## config.mk

```make
export PLATFORM = sky130hd
export DESIGN_NAME = tsn_tx_gate
export DESIGN_NICKNAME = d
export VERILOG_FILES = /design/src/rtl/tsn_tx_gate.sv
export SDC_FILE = /design/constraint.sdc
export NUM_CORES = 1
export LEC_CHECK = 0
export ABC_AREA = 1
export BUFFER_PORTS_ARGS = -buffer_cell sky130_fd_sc_hd__buf_2
export CORE_ASPECT_RATIO = 2
export CORE_MARGIN = 4
export CORE_UTILIZATION = 60
export DETAILED_ROUTE_END_ITERATION = 12
export PLACE_DENSITY = 0.83
export SYNTH_ARGS = -nofsm -noshare
export SYNTH_HDL_FRONTEND = slang
export SYNTH_SLANG_ARGS = --single-unit
```

## constraint.sdc

```tcl
create_clock -name mac_axis_aclk -period 11.6 [get_ports mac_axis_aclk]
set_input_delay 1.16 -clock mac_axis_aclk [delete_from_list [all_inputs] [get_ports mac_axis_aclk]]
set_output_delay 1.16 -clock mac_axis_aclk [all_outputs]
set_load 0.005 [all_outputs]
```

## src/rtl/tsn_tx_gate.sv

```systemverilog
// tsn_tx_gate: holds TX frames until the scheduled window allows a whole frame to start
module tsn_tx_gate #(
  parameter logic [31:0] GUARD_DEFAULT = 32'd12304
) (
  input  logic        mac_axis_aclk,
  input  logic        rst,
  input  logic [63:0] rtc_timer_in,
  input  logic        cfg_enable,
  input  logic [63:0] cfg_base_time,
  input  logic [31:0] cfg_cycle_time,
  input  logic [31:0] cfg_open_offset,
  input  logic [31:0] cfg_open_len,
  input  logic [31:0] cfg_guard_ns,
  input  logic [7:0]  s_axis_tdata,
  input  logic        s_axis_tvalid,
  input  logic        s_axis_tlast,
  output logic        s_axis_tready,
  output logic [7:0]  m_axis_tdata,
  output logic        m_axis_tvalid,
  output logic        m_axis_tlast,
  input  logic        m_axis_tready,
  output logic        gate_open,
  output logic [31:0] hold_cnt
);
  typedef enum logic [1:0] {IDLE, HOLD, PASS} state_t;
  state_t state, state_nx;
  logic en_q, before_q, latch, start_ok, pass, in_win;
  logic [31:0] cyc, off, len, guard, phase_q, phase_nx;
  logic [63:0] cycle_start;
  logic [64:0] next_start;
  logic [32:0] win_end;

  // Schedule arithmetic; the low 32 bits of the phase only need the low 32 bits of each operand
  always_comb begin
    latch = cfg_enable & ~en_q;
    next_start = {1'b0, cycle_start} + {33'd0, cyc};
    phase_nx = rtc_timer_in[31:0] - cycle_start[31:0];
    win_end = {1'b0, off} + {1'b0, len};
    in_win = cfg_enable && rtc_timer_in >= cycle_start && cyc != 32'd0 &&
             phase_nx >= off && {1'b0, phase_nx} < win_end;
    start_ok = !cfg_enable || (!before_q && cyc != 32'd0 && phase_q >= off &&
               {1'b0, phase_q} + {1'b0, guard} <= win_end);
    pass = state == PASS;
    s_axis_tready = pass & m_axis_tready;
    m_axis_tvalid = pass & s_axis_tvalid;
    m_axis_tlast = pass & s_axis_tlast;
    m_axis_tdata = pass ? s_axis_tdata : 8'd0;
  end

  // Snapshot the schedule on each enable rising edge so live cfg changes cannot disturb it
  always_ff @(posedge mac_axis_aclk) begin
    if (rst) begin
      en_q <= 1'b0;
      cyc <= 32'd0;
      off <= 32'd0;
      len <= 32'd0;
      guard <= 32'd0;
    end else begin
      en_q <= cfg_enable;
      if (latch) begin
        cyc <= cfg_cycle_time;
        off <= cfg_open_offset;
        len <= cfg_open_len;
        guard <= cfg_guard_ns == 32'd0 ? GUARD_DEFAULT : cfg_guard_ns;
      end
    end
  end

  // Cycle tracking steps at most one period per clock; phase uses the pre-step cycle_start
  always_ff @(posedge mac_axis_aclk) begin
    if (rst) begin
      cycle_start <= 64'd0;
      phase_q <= 32'd0;
      before_q <= 1'b1;
      gate_open <= 1'b0;
    end else begin
      cycle_start <= latch ? cfg_base_time :
                     (cfg_enable && {1'b0, rtc_timer_in} >= next_start) ? next_start[63:0] : cycle_start;
      phase_q <= phase_nx;
      before_q <= rtc_timer_in < cycle_start;
      gate_open <= in_win;
    end
  end

  // Frame gate state register and wait counter
  always_ff @(posedge mac_axis_aclk) begin
    if (rst) begin
      state <= IDLE;
      hold_cnt <= 32'd0;
    end else begin
      state <= state_nx;
      hold_cnt <= hold_cnt + 32'(state == IDLE && s_axis_tvalid && !start_ok);
    end
  end

  // Gate decision only outside PASS, so an open frame always runs to tlast
  always_comb begin
    state_nx = state;
    state_nx = pass ? ((s_axis_tvalid && m_axis_tready && s_axis_tlast) ? IDLE : PASS) :
               (state == HOLD || s_axis_tvalid) ? (start_ok ? PASS : HOLD) : IDLE;
  end
endmodule

```

==> summary.md, run 1 <==
| Metric | Value |
|---|---|
| CP max stage cell | ha_1 |
| Die width | 146 µm |
| Status | finished, final reports clean |
| Num CTS Buffers | 27 |
| Final hold vios | 0 |
| FP Rows | 101 |
| Layout cell share with drive strength beyond 1 | 11.2% |
| Setup Skew | 0.0389 ns |
| Cells after synthesis | 3406 |
| Post-Syn Area per Cell | 6.76 µm² |
| Switching Fraction | 40.6% |
| Crit start category | flop |
| Commonest cells in the netlist | nand2_1 (592), inv_1 (420), a21oi_1 (379) |
| Sequential share of the synthesized area | 22.7% |
| # setup viols final | 0 |
| Main synth FF type | dfxtp_1 |
| Largest net degree at the start of global routing | 126 |
| Top cells by area, synth | dfxtp_1 (23%), ha_1 (19%), nand2_1 (9.7%), a21oi_1 (8.2%), inv_1 (6.9%) |
| Comb power frac | 42.4% |
| GRT Residual Overflow | 0 |
| Initial antenna violation count | 21 |
| Final Max Slew Viols | 0 |
| Post-CTS setup buffer count | 0 |
| Reg area | 5230 µm² |
| Crit path time final | 7.02 ns |
| Worst vdd ir | 0.104 mV |
| Tcrit/Tclk final | 60.5% |
| Die Y | 285 µm |
| Die Area | 41700 µm² |
| DR vias/cell | 5.94 |
| Clock Latency Late Sink | 0.58 ns |
| Largest stage delay on the critical path | 0.35 ns |
| Antenna Violating Nets Remaining | 0 |
| Most frequent cell after synthesis | nand2_1 |
| Initial Utilization | 60.7% |
| Max_cap viols | 0 |
| Overall power | 0.00341 W |
| PwrDens | 132 nW/µm² |
| Leakage power | 12.3 nW |
| Setup TNS | 0 ns |
| Setup repair after global routing missed its margin | no |
| Endpoint class of the critical path | flop |
| Seq cells post-synth | 261 |
| Routed wire length | 82.2 mm |
| Top-level port count | 314 |
| Pint | 0.00202 W |
| DRC violations left | 0 |
| TritonCTS clock tree | yes |
| Synth cell types | 61 |
| Hpwl dp | 67.0 mm |
| Multi-input logic area | 15800 µm² |
| Number of global-route vias before repair | 24792 |
| WP data arrival | 7.47 ns |
| Via count | 24743 |
| Clk slew on worst S/H paths | 0.07 ns |
| CORE AREA | 37900 µm² |
| R2R Setup Slk | 4.58 ns |
| Share of flip-flops with an asynchronous set or reset | 0% |
| CP Class | flop to flop |
| Part of the power in registers | 30.5% |
| CTS root buffer | clkbuf_16 |
| Worst slew margin | 6.45% |
| Clock sinks | 261 |
| Hold Crit Class | flop to flop |
| Final #Nets | 4290 |
| Fill cells | 3539 |
| Peak Freq | 0.143 GHz |
| Worst Path Max Fanout | 4 |
| Required time worst endpoint | 12.05 ns |
| Tot GR Track Use | 37.6% |
| Mapped Area | 23000 µm² |
| Synth top area share | 22.7% |
| P_sw | 0.00138 W |
| Yosys top cell by area | dfxtp_1 |
| Starting DRC count in detailed routing | 1404 |
| Worst-case clock buffer depth | 3 |
| # resized after CTS | 0 |
| First-pass GRT wire length | 125 mm |
| Yosys warning count | 0 |
| RePlAce Congestion | 1.06 |
| Pre-Repair DR Iteration Count | 6 |
| Area Growth Syn to Fin | 12.0% |
| Clock network fraction of design power | 27.1% |
| # hold bufs at CTS | 0 |
| Routed WL per cell | 19.7 µm |
| Htree depth | 1 |
| Port bufs | 313 |
| Worst-Margin Slew | 1.39 ns |
| Post-synth net total | 4032 |
| EDFF count, synth | 0 |
| Most used cell, CP | nand2_1 |
[final timing paths]
check / from / to / cells past startpoint
setup / recovery: off[11] / hold_cnt[30] / 41
hold / removal: hold_cnt[31] / hold_cnt[31] / 2
setup reg to reg: off[11] / hold_cnt[30] / 41
hold reg to reg: hold_cnt[31] / hold_cnt[31] / 2
[placed cells by master, fill, tap and decap left out, types with 27 or more instances in the layout]
master       n
xnor2_1     44
ha_1       352
o21ai_0    284
clkbuf_16   27
nor4_1      29
nor2_1     374
a21oi_1    379
nor3_1      63
nand2_1    592
dfxtp_1    261
xor2_1      93
a31oi_1     28
buf_2      312
nand3_1    149
nand4_1     64
inv_1      419
[metal layers]
layer / global-route usage, % / vias up / part of all wire (%)
met5: 0 / - / 0.041
met1: 33.0 / 11251 / 32
li1: - / 12095 / -
met4: 36.1 / 6 / 11
met3: 4.90 / 436 / 4.9
met2: 71.2 / 955 / 52
[cell families after synthesis]
| logic type | Yosys count | synth area share [%] |
|---|---|---|
| AND/OR/NAND/NOR | 1322 | 24.6 |
| AO/OA/AOI/OAI | 814 | 19.3 |
| buffers and inverters | 515 | 8.71 |
| adder cells (fa/ha/maj) | 356 | 19.5 |
| flip-flops | 261 | 22.7 |
| XOR/XNOR | 137 | 5.21 |
| multiplexers | 1 | 0.0435 |
[state kept, by name, summed over array words and instances (netlist names), 2 cells and up]
name / cells
cycle_start: 64
cyc: 32
guard: 32
hold_cnt: 32
len: 32
off: 32
phase_q: 32
state: 2
[critical path: cells and delay by family, from the launching register on]
family                     cells  cell delay, ns
AOI/OAI and AO/OA             11            2.21
xor gates and xnor gates       1            0.20
adders and majority gates      4            1.07
buffers and inverters          1            0.13
DFF                            1            0.31
and+or+nand+nor               24            2.96
[power by group through the flow]
stage | clock network (W) | logic (W) | registers (W)
detailed placement | 0 | 0.00141 | 0.00106
CTS | 0.000927 | 0.00142 | 0.00104
global placement | 0 | 0.00139 | 0.00105
floorplan | 0 | 0.00101 | 0.00104
global route | 0.000963 | 0.00162 | 0.00105
finish | 0.000923 | 0.00144 | 0.00104
[through the flow]
stage | worst slack [ns] | utilization [%] | cells | area (µm²) | hold WS (ns)
global route | 3.82 | 68.0 | 4162 | 25800 | 0.499
global placement | 4.93 | 65.5 | 4098 | 24800 | 0.449
CTS | 4.62 | 67.9 | 4146 | 25700 | 0.485
finish | 4.58 | 68.0 | 4166 | 25800 | 0.483
floorplan | 5.96 | - | 3406 | 23000 | 0.455
detailed placement | 4.70 | 65.5 | 4098 | 24800 | 0.477
[final cells by class]
| cell class | count | share of cell area [%] |
|---|---|---|
| clock inverters | 17 | 0.733 |
| inverters | 424 | 6.20 |
| multi-input cells | 2630 | 61.3 |
| repair buffers | 320 | 6.29 |
| well taps | 463 | 2.25 |
| clock buffers | 31 | 2.80 |
| flip-flops and latches | 261 | 20.3 |
| diodes | 20 | 0.194 |
(Power assumes the default switching activity.)
==> inputs of run 2 (changes only) <==
--- a/config.mk
+++ b/config.mk
@@ -9,9 +9,9 @@
 export BUFFER_PORTS_ARGS = -buffer_cell sky130_fd_sc_hd__buf_2
 export CORE_ASPECT_RATIO = 2
 export CORE_MARGIN = 4
-export CORE_UTILIZATION = 60
+export CORE_UTILIZATION = 54
 export DETAILED_ROUTE_END_ITERATION = 12
-export PLACE_DENSITY = 0.83
+export PLACE_DENSITY = 0.79
 export SYNTH_ARGS = -nofsm -noshare
 export SYNTH_HDL_FRONTEND = slang
 export SYNTH_SLANG_ARGS = --single-unit
==> constraint.sdc (replaced) <==
create_clock -name mac_axis_aclk -period 6.2 [get_ports mac_axis_aclk]
set_input_delay 0.62 -clock mac_axis_aclk [delete_from_list [all_inputs] [get_ports mac_axis_aclk]]
set_output_delay 0.62 -clock mac_axis_aclk [all_outputs]
set_load 0.005 [all_outputs]
==> summary.md, run 2 (same netlist as run 1, synthesis figures left out) <==
| Metric | Value |
|---|---|
| # setup viols final | 0 |
| Initial Utilization | 54.7% |
| Routed wire length | 84.1 mm |
| GRT busiest layer | met2 |
| Multi-input logic area | 16400 µm² |
| First-pass GRT wire length | 127 mm |
| R2R Setup Slk | 0.13 ns |
| Hold depth | 3 |
| Top-level port count | 314 |
| Setup Skew | 0.0180 ns |
| TritonCTS clock tree | yes |
| Crit start category | flop |
| WP data arrival | 6.53 ns |
| Most common cell after layout, fill and taps aside | nand2_1 |
| PwrDens | 237 nW/µm² |
| RePlAce Congestion | 1.04 |
| Antenna Violating Nets Remaining | 0 |
| Final WS setup | 0.132 ns |
| Hpwl dp | 67.1 mm |
| Leakage power | 13.2 nW |
| Clock sinks | 261 |
| CP Class | flop to flop |
| Tot GR Track Use | 34.5% |
| Post-Place Worst Slack | -0.332 ns |
| Final hold vios | 0 |
| GR Util met1 | 31.8% |
| Initial antenna violation count | 33 |
| Endpoint class of the critical path | flop |
| CORE AREA | 42000 µm² |
| Worst-case clock buffer depth | 3 |
| Commonest non-fill, non-tap cells in the layout | nand2_1 (572), inv_1 (414), nor2_1 (368), a21oi_1 (363), ha_1 (337) |
| Worst Hold Launch | cfg_open_len[14] |
| Clk slew on worst S/H paths | 0.07 ns |
| Worst slew margin | 22.5% |
| Layout cell share with drive strength beyond 1 | 17.5% |
| Layout Utilization | 65.6% |
| R2r worst-path depth | 42 |
| Pre-Repair DR Iteration Count | 5 |
| FP Rows | 106 |
| Min-Delay Endpoint | len[14] |
| Met3 GRT Util | 4.91% |
| Number of global-route vias before repair | 25209 |
| RR Endpoint | hold_cnt[30] |
| Htree depth | 1 |
| Num CTS Buffers | 27 |
| Required time worst endpoint | 6.66 ns |
| Starting DRC count in detailed routing | 1490 |
| Fill cells | 3940 |
| Largest stage delay on the critical path | 0.34 ns |
| Met2 Use GR | 65.7% |
| CP max stage cell | dfxtp_2 |
| Reg area | 5250 µm² |
| Die Area | 46200 µm² |
| DRC violations left | 0 |
| Most used cell, CP | nand2_1 |
| Die Y | 300 µm |
| Hold Crit Class | input pin to flop |
| Crit path time final | 6.07 ns |
| Clock Latency Late Sink | 0.57 ns |
| Inst Count DP | 4286 |
| Cell Count, Final, Fillers Out | 4393 |
| Setup repair after global routing missed its margin | yes |
| DR vias/cell | 5.69 |
| CTS root buffer | clkbuf_16 |
| Area Growth Syn to Fin | 19.9% |
| Tcrit/Tclk final | 97.9% |
| Largest register by flop count | cycle_start |
| Worst Path Max Fanout | 3 |
| Status | finished, final reports clean |
| Port bufs | 313 |
| Die width | 154 µm |
| Peak Freq | 0.165 GHz |
| Max_cap viols | 0 |
| Worst-Margin Slew | 1.15 ns |
| Max reg flops | 64 |
| Largest net degree at the start of global routing | 231 |
| Final Max Slew Viols | 0 |
| GRT Residual Overflow | 0 |
| Worst vdd ir | 0.221 mV |
| Via count | 25002 |
| Final #Nets | 4432 |
| Routed WL per cell | 19.1 µm |
| RR Startpoint | phase_q[6] |
run 2: changes by cell type in the layout (fill, tap and decap cells not counted), sizes merged:
cell,before,now
buf,320,462
clkbuf,31,35
clkinv,8,7
clkinvlp,3,1
diode,20,30
inv,427,424
run 2: through the flow:
stage	area, µm²	total power (W)	hold WS [ns]	setup TNS, ns
finish	27600	0.00653	0.272	0
detailed placement	25800	0.00470	0.471	-1.02
CTS	26900	0.00641	0.256	0
floorplan	23000	0.00382	0.455	0
global route	27600	0.00698	0.276	-1.04
global placement	25800	0.00464	0.457	-0.431
run 2: area by class of cell:
class	instances	area share, %
Clock buffer	35	2.63
Sequential cell	261	19.0
Inverter	424	5.80
Clock inverter	11	0.494
Multi-Input combinational cell	2630	59.4
Tap cell	540	2.45
Antenna cell	30	0.272
Timing Repair Buffer	462	9.89
run 2: metal layers:
metal,up-vias,routed length (µm)
met5,-,67
met4,10,8040
met3,310,4730
met2,854,43900
met1,11464,27300
li1,12364,-
run 2: how the worst max path moves through the flow:
stage	start	end	slack, ns	cells after the start
2_1_floorplan	off[2]	hold_cnt[30]	0.56	49
3_3_place_gp	off[4]	hold_cnt[30]	-0.19	45
3_5_place_dp	off[4]	hold_cnt[30]	-0.33	45
4_1_cts	guard[10]	hold_cnt[24]	0.004	45
5_1_grt	phase_q[3]	hold_cnt[30]	-0.25	42
6_report	phase_q[6]	hold_cnt[30]	0.13	42
run 2: timing repair:
action / 4_1_cts / 5_1_grt
pin swaps: 27 / 64
buffers inserted: 15 / 16
gates resized for setup: 36 / 118
hold buffers: 0 / 0
setup endpoints to repair: 6 / 10
run 2: power by group:
group	leakage, nW	switching [W]	internal, W
logic	10.6	0.00175	0.00115
registers	2.16	0.000127	0.00183
clock network	0.425	0.000736	0.000945
total	13.2	0.00261	0.00393
run 2: critical path, delay by kind of cell, from the launching register on:
| kind | cells | cell delay (ns) |
|---|---|---|
| AOI/OAI and AO/OA | 8 | 1.29 |
| buffers and inverters | 3 | 0.42 |
| and+or+nand+nor | 26 | 2.81 |
| xor gates and xnor gates | 1 | 0.12 |
| adders and majority gates | 4 | 0.96 |
| DFF | 1 | 0.34 |
